[src/rtl/moonbase_pkg.sv]
// Shared definitions for the moonbase nibble CPU.
// Contents: opcode and misc-subcode constants, bus phase / exec state / ALU op
// enums, io_out bit positions, and helpers for operand addressing and ALU op
// selection.
package moonbase_pkg;

  // First-nibble opcodes
  localparam logic [3:0] OP_ADD  = 4'h0;
  localparam logic [3:0] OP_SUB  = 4'h1;
  localparam logic [3:0] OP_OR   = 4'h2;
  localparam logic [3:0] OP_AND  = 4'h3;
  localparam logic [3:0] OP_XOR  = 4'h4;
  localparam logic [3:0] OP_LDM  = 4'h5;
  localparam logic [3:0] OP_IN   = 4'h6;
  localparam logic [3:0] OP_MISC = 4'h7;
  localparam logic [3:0] OP_LDI  = 4'h8;
  localparam logic [3:0] OP_ADI  = 4'h9;
  localparam logic [3:0] OP_OUT  = 4'ha;
  localparam logic [3:0] OP_STM  = 4'hb;
  localparam logic [3:0] OP_LDX  = 4'hc;
  localparam logic [3:0] OP_JNZ  = 4'hd;
  localparam logic [3:0] OP_JZ   = 4'he;
  localparam logic [3:0] OP_JMP  = 4'hf;

  // Second nibble of OP_MISC
  localparam logic [3:0] MISC_TYX = 4'h0;
  localparam logic [3:0] MISC_TXY = 4'h1;
  localparam logic [3:0] MISC_SWP = 4'h2;
  localparam logic [3:0] MISC_RET = 4'h3;
  localparam logic [3:0] MISC_TST = 4'h8;

  // io_out bit positions outside the address/data fields
  localparam int unsigned IO_ADDR_PHASE = 7;
  localparam int unsigned IO_WE_N       = 5;
  localparam int unsigned IO_STB_N      = 4;

  typedef enum logic [1:0] {PH_ADDR, PH_D0, PH_D1} bus_phase_e;
  typedef enum logic [1:0] {EX_OP, EX_ARG1, EX_ARG2, EX_DATA} exec_state_e;
  typedef enum logic [2:0] {ALU_ADD, ALU_SUB, ALU_OR, ALU_AND, ALU_XOR, ALU_PASS} alu_op_e;

  // o(r) operand: bit 3 picks Y over X, bits 2:0 are the offset; 7-bit wrap.
  function automatic logic [6:0] operand_ea(logic [3:0] nib, logic [6:0] x, logic [6:0] y);
    logic [6:0] base;
    base = nib[3] ? y : x;
    return base + {4'b0000, nib[2:0]};
  endfunction

  function automatic alu_op_e alu_op_for(logic [3:0] opcode);
    case (opcode)
      OP_SUB:         return ALU_SUB;
      OP_OR:          return ALU_OR;
      OP_AND:         return ALU_AND;
      OP_XOR:         return ALU_XOR;
      OP_LDM, OP_LDI: return ALU_PASS;
      default:        return ALU_ADD;
    endcase
  endfunction

endpackage

[src/rtl/moonbase_alu.sv]
// Combinational 4-bit ALU for the moonbase CPU, arithmetic mod 16, no flags.
// Ports: op (operation), a (accumulator), b (memory/immediate operand), y (result).
module moonbase_alu
  import moonbase_pkg::*;
(
  input  alu_op_e    op,
  input  logic [3:0] a,
  input  logic [3:0] b,
  output logic [3:0] y
);

  always_comb begin
    y = '0;
    case (op)
      ALU_ADD:  y = a + b;
      ALU_SUB:  y = a - b;
      ALU_OR:   y = a | b;
      ALU_AND:  y = a & b;
      ALU_XOR:  y = a ^ b;
      default:  y = b;
    endcase
  end

endmodule

[src/rtl/moonbase_cpu8_core.sv]
// moonbase_cpu8_core: nibble-coded CPU on a pin-multiplexed 3-phase external bus.
// Ports:
//   io_in  [0]=clk, [1]=rst_n (async, active low), [5:2]=bus read nibble, [7:6] unused
//   io_out [7]=address phase; [6:0]=address in ADDR phase,
//          otherwise [5]=mem WE_n, [4]=IO strobe_n, [3:0]=write data
// Parameter MAX_COUNT: timer period in clocks.
// Optional feature: define MOONBASE_TIMER_EN to add the free-running timer whose
// sticky wrap flag is read by the tst instruction.
module moonbase_cpu8_core
  import moonbase_pkg::*;
#(
  parameter int unsigned MAX_COUNT = 100
) (
  input  logic [7:0] io_in,
  output logic [7:0] io_out
);

  logic       clk;
  logic       rst_n;
  logic [3:0] bus_nib;
  assign clk     = io_in[0];
  assign rst_n   = io_in[1];
  assign bus_nib = io_in[5:2];

  bus_phase_e  phase_q, phase_d;
  exec_state_e state_q, state_d;
  logic [3:0]  a_q, a_d;
  logic [3:0]  op_q, op_d;
  logic [3:0]  arg_q, arg_d;
  logic [3:0]  rd_q, rd_d;
  logic [7:0]  x_q, x_d;
  logic [7:0]  y_q, y_d;
  logic [6:0]  pc_q, pc_d;
  logic [6:0]  ea_q, ea_d;
  logic [6:0]  stk_q [4];
  logic [6:0]  stk_d [4];
  logic [1:0]  sp_q, sp_d;

  logic [6:0]  pc_inc;
  logic [1:0]  sp_m1;
  logic [6:0]  target;
  logic [6:0]  bus_addr;
  logic [3:0]  alu_y;
  logic        tst_clr;
  logic        tf_bit;

  assign pc_inc = pc_q + 7'd1;
  assign sp_m1  = sp_q - 2'd1;
  assign target = {arg_q[2:0], rd_q};

  moonbase_alu u_alu (
    .op (alu_op_for(op_q)),
    .a  (a_q),
    .b  (rd_q),
    .y  (alu_y)
  );

  always_comb begin
    phase_d = phase_q;
    state_d = state_q;
    a_d     = a_q;
    op_d    = op_q;
    arg_d   = arg_q;
    rd_d    = rd_q;
    x_d     = x_q;
    y_d     = y_q;
    pc_d    = pc_q;
    ea_d    = ea_q;
    stk_d   = stk_q;
    sp_d    = sp_q;
    tst_clr = 1'b0;

    case (phase_q)
      PH_ADDR: phase_d = PH_D0;
      PH_D0:   phase_d = PH_D1;
      default: phase_d = PH_ADDR;
    endcase

    // Low nibble is captured at the end of D0; all decode happens at the end of D1.
    if (phase_q == PH_D0) begin
      rd_d = bus_nib;
      if (state_q == EX_DATA && op_q == OP_IN) a_d = bus_nib;
    end

    if (phase_q == PH_D1) begin
      case (state_q)
        EX_OP: begin
          op_d    = rd_q;
          pc_d    = pc_inc;
          state_d = EX_ARG1;
        end
        EX_ARG1: begin
          pc_d    = pc_inc;
          state_d = EX_OP;
          case (op_q)
            OP_MISC: begin
              case (rd_q)
                MISC_TYX: y_d = x_q;
                MISC_TXY: x_d = y_q;
                MISC_SWP: begin
                  x_d = y_q;
                  y_d = x_q;
                end
                MISC_RET: begin
                  // Pointer is circular, so an empty stack yields a stale entry.
                  pc_d = stk_q[sp_m1];
                  sp_d = sp_m1;
                end
                MISC_TST: begin
                  a_d     = {3'b000, tf_bit};
                  tst_clr = 1'b1;
                end
                default: ;
              endcase
            end
            OP_LDI, OP_ADI: a_d = alu_y;
            OP_LDX, OP_JNZ, OP_JZ, OP_JMP: begin
              arg_d   = rd_q;
              state_d = EX_ARG2;
            end
            default: begin
              ea_d    = operand_ea(rd_q, x_q[6:0], y_q[6:0]);
              state_d = EX_DATA;
            end
          endcase
        end
        EX_ARG2: begin
          pc_d    = pc_inc;
          state_d = EX_OP;
          case (op_q)
            OP_LDX: x_d = {arg_q, rd_q};
            OP_JNZ: if (a_q != '0) pc_d = target;
            OP_JZ:  if (a_q == '0) pc_d = target;
            default: begin
              if (arg_q[3]) begin
                stk_d[sp_q] = pc_inc;
                sp_d        = sp_q + 2'd1;
              end
              pc_d = target;
            end
          endcase
        end
        default: begin
          state_d = EX_OP;
          if (op_q <= OP_LDM) a_d = alu_y;
        end
      endcase
    end
  end

  always_comb begin
    io_out   = '0;
    bus_addr = (state_q == EX_DATA) ? ea_q : pc_q;
    if (phase_q == PH_ADDR) begin
      io_out = {1'b1, bus_addr};
    end else begin
      io_out[IO_WE_N]  = 1'b1;
      io_out[IO_STB_N] = 1'b1;
      if (state_q == EX_DATA) begin
        case (op_q)
          OP_STM: begin
            // High nibble is written as zero during D1.
            io_out[IO_WE_N] = 1'b0;
            if (phase_q == PH_D0) io_out[3:0] = a_q;
          end
          OP_OUT: begin
            io_out[IO_STB_N] = 1'b0;
            io_out[3:0]      = a_q;
          end
          OP_IN: io_out[IO_STB_N] = 1'b0;
          default: ;
        endcase
      end
    end
  end

  always_ff @(posedge clk or negedge rst_n) begin
    if (!rst_n) begin
      phase_q <= PH_ADDR;
      state_q <= EX_OP;
      a_q     <= '0;
      op_q    <= '0;
      arg_q   <= '0;
      rd_q    <= '0;
      x_q     <= '0;
      y_q     <= '0;
      pc_q    <= '0;
      ea_q    <= '0;
      sp_q    <= '0;
      for (int unsigned i = 0; i < 4; i++) stk_q[i] <= '0;
    end else begin
      phase_q <= phase_d;
      state_q <= state_d;
      a_q     <= a_d;
      op_q    <= op_d;
      arg_q   <= arg_d;
      rd_q    <= rd_d;
      x_q     <= x_d;
      y_q     <= y_d;
      pc_q    <= pc_d;
      ea_q    <= ea_d;
      sp_q    <= sp_d;
      stk_q   <= stk_d;
    end
  end

`ifdef MOONBASE_TIMER_EN
  localparam int unsigned CntW = (MAX_COUNT > 1) ? $clog2(MAX_COUNT) : 1;

  logic [CntW-1:0] cnt_q, cnt_d;
  logic            tf_q, tf_d;
  logic            wrap;

  always_comb begin
    wrap  = (cnt_q == CntW'(MAX_COUNT - 1));
    cnt_d = wrap ? '0 : cnt_q + CntW'(1);
    // A wrap on the same edge as a tst clear leaves the flag set.
    tf_d  = wrap | (tf_q & ~tst_clr);
  end

  always_ff @(posedge clk or negedge rst_n) begin
    if (!rst_n) begin
      cnt_q <= '0;
      tf_q  <= 1'b0;
    end else begin
      cnt_q <= cnt_d;
      tf_q  <= tf_d;
    end
  end

  assign tf_bit = tf_q;
`else
  logic [32:0] unused_cfg;
  assign unused_cfg = {tst_clr, 32'(MAX_COUNT)};
  assign tf_bit     = 1'b0;
`endif

  logic [1:0] unused_io_in;
  assign unused_io_in = io_in[7:6];

endmodule

[config.mk]
export PLATFORM = sky130hd
export DESIGN_NAME = moonbase_cpu8_core
export DESIGN_NICKNAME = d
export VERILOG_FILES = /design/src/rtl/moonbase_pkg.sv /design/src/rtl/moonbase_alu.sv /design/src/rtl/moonbase_cpu8_core.sv
export SDC_FILE = /design/constraint.sdc
export NUM_CORES = 1
export LEC_CHECK = 0
export ABC_CLOCK_PERIOD_IN_PS = 3940
export CAP_MARGIN = 20
export CORE_AREA = 5 5 107 109
export CTS_CLUSTER_DIAMETER = 100
export DETAILED_ROUTE_END_ITERATION = 8
export DIE_AREA = 0 0 112 114
export PLACE_DENSITY_LB_ADDON = 0.1
export SETUP_SLACK_MARGIN = 0.05
export SLEW_MARGIN = 20
export SYNTH_ARGS = -nofsm -noshare
export SYNTH_HDL_FRONTEND = slang
export SYNTH_SLANG_ARGS = --single-unit
[constraint.sdc]
create_clock -name io_in -period 3.94 [get_ports io_in]
set_input_delay 0.788 -clock io_in [delete_from_list [all_inputs] [get_ports io_in]]
set_output_delay 0.788 -clock io_in [all_outputs]
set_load 0.03 [all_outputs]
==> qor.yml <==
status:
  status: "complete, but fails checks"
  violations: "negative hold slack"
layout:
  antenna_cells: 0
  final_core_util_pct: 55.80
  fillerInstances: 929
  layout.nets: 577
  sequential_cell_area_mm2: 0.001952
  drive_above_1_share_pct: 18.56
  finalInstanceArea_mm2: 0.005863
  syn2layout_area_growth_pct: 15.68
  multi_input_area_mm2: 0.002858
worst_setup_path:
  critical_path_class: "reg -> out"
  timing.critical_path.from_type: "register"
  required_ns: 3.15
  arrival_ns: 2.51
  crit_path_end_kind: "output pin"
  crit_fanout: 14
grt:
  global_route.usage.total_pct: 24.52
  remaining_global_route_overflow: 0
  grt_pass1_wl_um: 22900
  first_global_vias: 4607
  grt_start_max_net_pins: 22
  antenna_found_initial: 0
sta:
  worst_hold_slack_ns: -0.3253
  final_max_slew_viol_count: 0
  fin_setup_tns_ns: 0
  grt_setup_unrepaired: "false"
  fin_worst_skew_ns: 0.01047
  finalSetupViolations: 0
  final_hold_viol_count: 82
  period_minus_slack_ns: 3.302
  fin_crit_sh_pct: 83.81
  relSlewSlack_pct: 42.52
  tightestPinTransition_ns: 0.8590
  timing.fmax_ghz: 0.3029
die:
  floorplan.initialDensity_pct: 48.24
  die_area_mm2: 0.01277
  core_region_area_mm2: 0.01051
  boundaryPins: 16
  placementRows: 38
  fp.dieW_um: 112
  die_height_um: 114
detailed_routing:
  postRouteAntennaNets: 0
  routedWlPerCell_um: 19.91
  firstDrtPassIters: 5
  routed-via-count: 4115
  initialDrtViolationCount: 297
  drt-total-wl_um: 13830
  drc: 0
  route.detailed.vias_per_inst: 5.921
placed_design:
  gp_congestion: 0.8828
  placed_cell_area_mm2: 0.005249
  detailedPlacementHpwl_um: 9317
  port-buffer-count: 8
synthesis:
  avgSynthCellArea_um2: 9.636
  synthesis.yosys.warnings: 0
  yosysUniqueCellTypes: 65
  syn_inst: 526
  yosys.area.top_type_share_pct: 38.51
  synth_most_common_cell: "sky130_fd_sc_hd__dfrtp_1"
  ys_seq_area_share_pct: 38.51
  synth-seq-cells: 78
  syn_area_mm2: 0.005069
  ys.flop_type: "sky130_fd_sc_hd__dfrtp_1"
  async_flop_share_pct: 100.0
  synth_top_area_cell: "sky130_fd_sc_hd__dfrtp_1"
  nets_in_the_synthesized_netlist: 563
  synth_edf_count: 0
  synth.area.top_cells: "sky130_fd_sc_hd__dfrtp_1 (39%), sky130_fd_sc_hd__ha_1 (6.7%), sky130_fd_sc_hd__o21ai_0 (5.8%), sky130_fd_sc_hd__mux2_2 (5.6%), sky130_fd_sc_hd__nand2_1 (4.3%)"
  yosys-top-cells-count: "sky130_fd_sc_hd__dfrtp_1 (78), sky130_fd_sc_hd__o21ai_0 (59), sky130_fd_sc_hd__nand2_1 (58)"
clock_network:
  ctsResizeCount: 0
  post_cts_hold_buffer_count: 0
  cts_setup_buffers: 0
  tritoncts: "yes"
  cts.clk_slew.worst_paths_ns: 0.08
  skew_pair_late_insertion_delay_ns: 0.36
pwr:
  ir_drop_v: 0.0002203
  static_leakage_power_uw: 0.002548
  power_density_mw_per_mm2: 456.5
min_path:
  hold_crit_class: "clk -> async"
flow_run:
  drv.max_cap_violation_count: 0
## metrics by stage
step                      worst slack (ns)  std cells  total power [uW]
after floorplan                      1.251        526             860.6
after global placement               1.138        648             860.6
after detailed placement             1.084        648             860.6
after CTS                           0.6354        695              2777
after global routing                0.5203        695              2880
final                               0.6381        695              2676
## cells by family (layout without fill, tap and decap cells)
family / after synthesis / after routing / synth area share, %
muxes: 51 / 51 / 13.11
AOI/OAI and AO/OA: 140 / 140 / 17.92
adders and majority gates: 29 / 29 / 7.455
xor gates and xnor gates: 20 / 20 / 3.456
buffers and inverters: 63 / 92 / 5.233
and+or+nand+nor: 145 / 145 / 14.32
DFF: 78 / 78 / 38.51
## final timing paths
| check | startpoint | to | slack, ns | depth (start not counted) |
|---|---|---|---|---|
| worst max-delay path | op_q[3] | io_out[0] | 0.64 | 6 |
| worst min-delay path | io_in[1] | pc_q[6] | -0.33 | 2 |
| worst max register to register | op_q[1] | a_q[2] | 1.08 | 7 |
| worst min register to register | stk_q[26] | stk_q[26] | 0.48 | 2 |
| max in group asynchronous | io_in[1] | arg_q[3] | 4.12 | 2 |
| min in group io_in | io_in[5] | rd_q[3] | -0.02 | 4 |
## final cells by class
cell class	instances	area share (%)
Sequential cell	78	33.29
Inverter	25	1.601
Clock buffer	35	7.533
Multi-Input combinational cell	385	48.74
Tap cell	140	2.988
Timing Repair Buffer	20	2.902
Clock inverter	12	2.945
## layout by cell type (no fill, tap or decap), types with 3 or more instances in the layout
cell / n
sky130_fd_sc_hd__ha_1: 27
sky130_fd_sc_hd__mux2_4: 7
sky130_fd_sc_hd__dfrtp_1: 78
sky130_fd_sc_hd__o211ai_1: 6
sky130_fd_sc_hd__a21o_1: 5
sky130_fd_sc_hd__o32ai_1: 4
sky130_fd_sc_hd__buf_4: 12
sky130_fd_sc_hd__clkbuf_8: 31
sky130_fd_sc_hd__nor3_1: 5
sky130_fd_sc_hd__nand3_1: 6
sky130_fd_sc_hd__bufinv_16: 3
sky130_fd_sc_hd__nor2b_1: 12
sky130_fd_sc_hd__a31oi_1: 9
sky130_fd_sc_hd__xor2_1: 11
sky130_fd_sc_hd__o22ai_1: 8
sky130_fd_sc_hd__clkdlybuf4s50_1: 8
sky130_fd_sc_hd__xnor2_1: 9
sky130_fd_sc_hd__nand2_1: 58
sky130_fd_sc_hd__nand2b_1: 8
sky130_fd_sc_hd__inv_1: 25
sky130_fd_sc_hd__clkbuf_1: 4
sky130_fd_sc_hd__mux2_2: 25
sky130_fd_sc_hd__mux4_2: 7
sky130_fd_sc_hd__mux2i_1: 12
sky130_fd_sc_hd__a21oi_1: 16
sky130_fd_sc_hd__a221oi_1: 4
sky130_fd_sc_hd__a32oi_1: 3
sky130_fd_sc_hd__o21ai_0: 59
sky130_fd_sc_hd__inv_6: 3
sky130_fd_sc_hd__nor2_1: 31
## power by group
part,internal (uW),switching (uW)
Clock,975,907
Sequential,794,0
Combinational,0,0
Total,1770,907
## worst max-delay path: stages (launching register included)
cell                              delay, ns
sky130_fd_sc_hd__dfrtp_1               0.58
sky130_fd_sc_hd__nor2b_1               0.29
sky130_fd_sc_hd__nand4_1               0.12
sky130_fd_sc_hd__nor2_1                0.25
sky130_fd_sc_hd__nand2_1               0.10
sky130_fd_sc_hd__o21ai_0               0.11
sky130_fd_sc_hd__clkdlybuf4s50_1       0.71
## flip-flops by register name, summed over array words and instances (netlist names)
signal / cells
a_q: 4
arg_q: 4
ea_q: 7
op_q: 4
pc_q: 7
phase_q: 2
rd_q: 4
sp_q: 2
state_q: 2
stk_q: 28
x_q: 7
y_q: 7
## metal layers
layer / vias up / share of wire (%) / track usage [%]
met2: 177 / 44 / 32.49
met5: - / 0 / 0
met1: 1962 / 44 / 27.61
met3: 50 / 7.1 / 13.42
met4: 0 / 4.6 / 23.00
li1: 1926 / - / -
Note: power is estimated with default switching activity, not from simulation.
==> RTL edit (config.mk and constraints unchanged) <==
The 4 states of `exec_state_e` get a Gray code encoding in 2 bits.
--- a/src/rtl/moonbase_pkg.sv
+++ b/src/rtl/moonbase_pkg.sv
@@ -35,7 +35,7 @@
   localparam int unsigned IO_STB_N      = 4;
 
   typedef enum logic [1:0] {PH_ADDR, PH_D0, PH_D1} bus_phase_e;
-  typedef enum logic [1:0] {EX_OP, EX_ARG1, EX_ARG2, EX_DATA} exec_state_e;
+  typedef enum logic [1:0] {EX_OP = 2'b00, EX_ARG1 = 2'b01, EX_ARG2 = 2'b11, EX_DATA = 2'b10} exec_state_e;
   typedef enum logic [2:0] {ALU_ADD, ALU_SUB, ALU_OR, ALU_AND, ALU_XOR, ALU_PASS} alu_op_e;
 
   // o(r) operand: bit 3 picks Y over X, bits 2:0 are the offset; 7-bit wrap.
Function: no difference found for any inputs over 10 cycles, from zero or initial values; not proved beyond that.
==> RTL edit against the original RTL <==
- the run still ends with hold timing left
- core utilization down 1.9 points
- synthesized area shrank 3.4%
- sequential cell count unchanged
- final area fell by 3.3%
- via count decreased by 4.2%
- clock power is 7% lower
- sequential power about the same
- count of clock-buffer cells in the layout unchanged
- final cell count down 2.9%
- wire length is 6.3% lower
- total power shrank 4.8%
- worst setup slack got worse by 270 ps
- critical path type unchanged
- critical endpoint is now io_out[2]
==> RTL edit: results (changes against the original RTL) <==
=====================================================================================
Outcome                                                                  finished with violations   unchanged
Violated checks                                                           hold timing   unchanged
Latest clock arrival within the worst-skew pair                                370 ps
Parity-gate share of the synthesized area counting xor and xnor cells           2.86%   was 3.46%
Effective utilization at floorplan                                              46.6%   was 48.2%
Total placed cells including tap cells                                            629   was 648
Net Count, Synth                                                                  539   was 563
Min Hold Slack                                                                -347 ps   was -325 ps
Wire length of the first global-routing pass                                 21100 um   was 22900 um
Max reg flops                                                                      28   unchanged
Worst hold-check path type                                                  clk2async   unchanged
Final setup skew                                                              14.1 ps   was 10.5 ps
Largest fanout on the critical path                                                25   was 14
Maximum number of pins on one net before global-route repair                       26   was 22
PortBufs                                                                            8   unchanged
GRT Overall Usage                                                               22.7%   was 24.5%
Number of distinct library cells after synthesis                                   61   was 65
Number of iterations in the first detailed-routing pass                             6   was 5
Mux cell area share after synthesis                                             14.2%   was 13.1%
Layout filler cell count                                                          907   was 929
DPL Wire Length                                                               8560 um   was 9320 um
Final Hold Fails                                                                   82   unchanged
Compound-gate portion of the synthesized area                                   16.5%   was 17.9%
Top area cells in the synthesized netlist                                sky130_fd_sc_hd__dfrtp_1 40%, sky130_fd_sc_hd__ha_1 6.9%, sky130_fd_sc_hd__mux2_2 6.2%, sky130_fd_sc_hd__o21ai_0 6.1%, sky130_fd_sc_hd__nand2_1 4.6%   was sky130_fd_sc_hd__dfrtp_1 39%, sky130_fd_sc_hd__ha_1 6.7%, sky130_fd_sc_hd__o21ai_0 5.8%, sky130_fd_sc_hd__mux2_2 5.6%, sky130_fd_sc_hd__nand2_1 4.3%
Via count of the first global-routing pass                                       4288   was 4607
RePlAce Congestion                                                              0.841   was 0.883
Initial DRC count                                                                 270   was 297
Final net count                                                                   558   was 577
IR Drop Worst-Case VDD                                                         310 uV   was 220 uV
Antenna violations before repair                                                    0   unchanged
Post-CTS setup repair buffer count                                                  0   unchanged
Mean instance size in the synthesized netlist                               9.75 um^2   was 9.64 um^2
Proportion of layout cells with a drive suffix above 1                          18.3%   was 18.6%
Clock-pin slew of the registers on the worst-case setup and hold paths          90 ps
Leading post-synthesis cells by instance count                           78 x sky130_fd_sc_hd__dfrtp_1, 60 x sky130_fd_sc_hd__nand2_1, 60 x sky130_fd_sc_hd__o21ai_0   was 78 x sky130_fd_sc_hd__dfrtp_1, 59 x sky130_fd_sc_hd__o21ai_0, 58 x sky130_fd_sc_hd__nand2_1
Relative slew margins                                                           35.0%   was 42.5%
Routed length per placed instance                                             19.2 um   was 19.9 um
Largest register by flop count                                                  stk_q   unchanged
Leak                                                                          2.36 nW   was 2.55 nW
Number of vias in the routed layout                                              3942   was 4115
Share of the yosys chip area belonging to registers                             39.9%   was 38.5%
Post-Synth Adder-Cell Area                                                      7.72%   was 7.45%
Post-detailed-route via-to-cell ratio                                            5.84   was 5.92
=====================================================================================
[RTL edit: worst max-delay path, cell delays in order, from the launching register on]
cell                              delay (ps)
sky130_fd_sc_hd__dfrtp_1                 790
sky130_fd_sc_hd__nand2b_1                270
sky130_fd_sc_hd__nor3_1                  450
sky130_fd_sc_hd__nand2_1                 110
sky130_fd_sc_hd__o21ai_0                  90
sky130_fd_sc_hd__clkdlybuf4s50_1         700
[RTL edit: layout make-up]
cell class              instances  area, um^2  area share (%)
repair buffers                 18         155            2.74
inverters                      23        86.3            1.52
clock inverters                11         140            2.47
well taps                     140         175            3.09
flip-flops and latches         78        1950            34.4
clock buffers                  35         432            7.62
multi-input cells             370        2730            48.1
[RTL edit: power by group]
part / switching (mW) / leakage, nW / total [mW] / internal [mW]
logic: 0 / 0.974 / 0.000000974 / 0
clock network: 0.877 / 0.293 / 1.75 / 0.877
registers: 0 / 1.09 / 0.794 / 0.794
total: 0.877 / 2.36 / 2.55 / 1.67
[RTL edit: kinds of logic after synthesis]
logic type	Yosys count
and+or+nand+nor	142
AOI/OAI and AO/OA	129
DFF	78
buffers and inverters	54
muxes	54
adders and majority gates	29
xor gates and xnor gates	16
[RTL edit: per-stage QoR]
step / utilization, % / power [mW] / instance area [um^2] / setup WS [ps]
floorplan: - / 0.849 / 4900 / 1160
global placement: 48.5 / 0.849 / 5100 / 847
detailed placement: 48.5 / 0.849 / 5100 / 771
CTS: 53.9 / 2.64 / 5670 / 355
global route: 53.9 / 2.74 / 5670 / 169
finish: 53.9 / 2.55 / 5670 / 364
[RTL edit: metal layers]
metal  up-vias  share of wire (%)  GRT usage [%]  wire (um)
met3        29                6.9           12.6        894
met2       137                 45           30.0       5770
li1       1855                  -              -          -
met5         -                  0              0          0
met4         0                2.4           17.5        306
met1      1921                 46           27.2       5990
[RTL edit: worst paths after layout]
check,from,depth (start not counted),slack [ps],end
max in group asynchronous,io_in[1],2,4140,ea_q[1]
hold reg to reg,stk_q[16],2,480,stk_q[16]
min in group io_in,io_in[5],4,-30,rd_q[3]
setup / recovery,op_q[3],5,360,io_out[2]
setup reg to reg,op_q[0],8,1040,a_q[3]
hold / removal,io_in[1],2,-350,y_q[0]
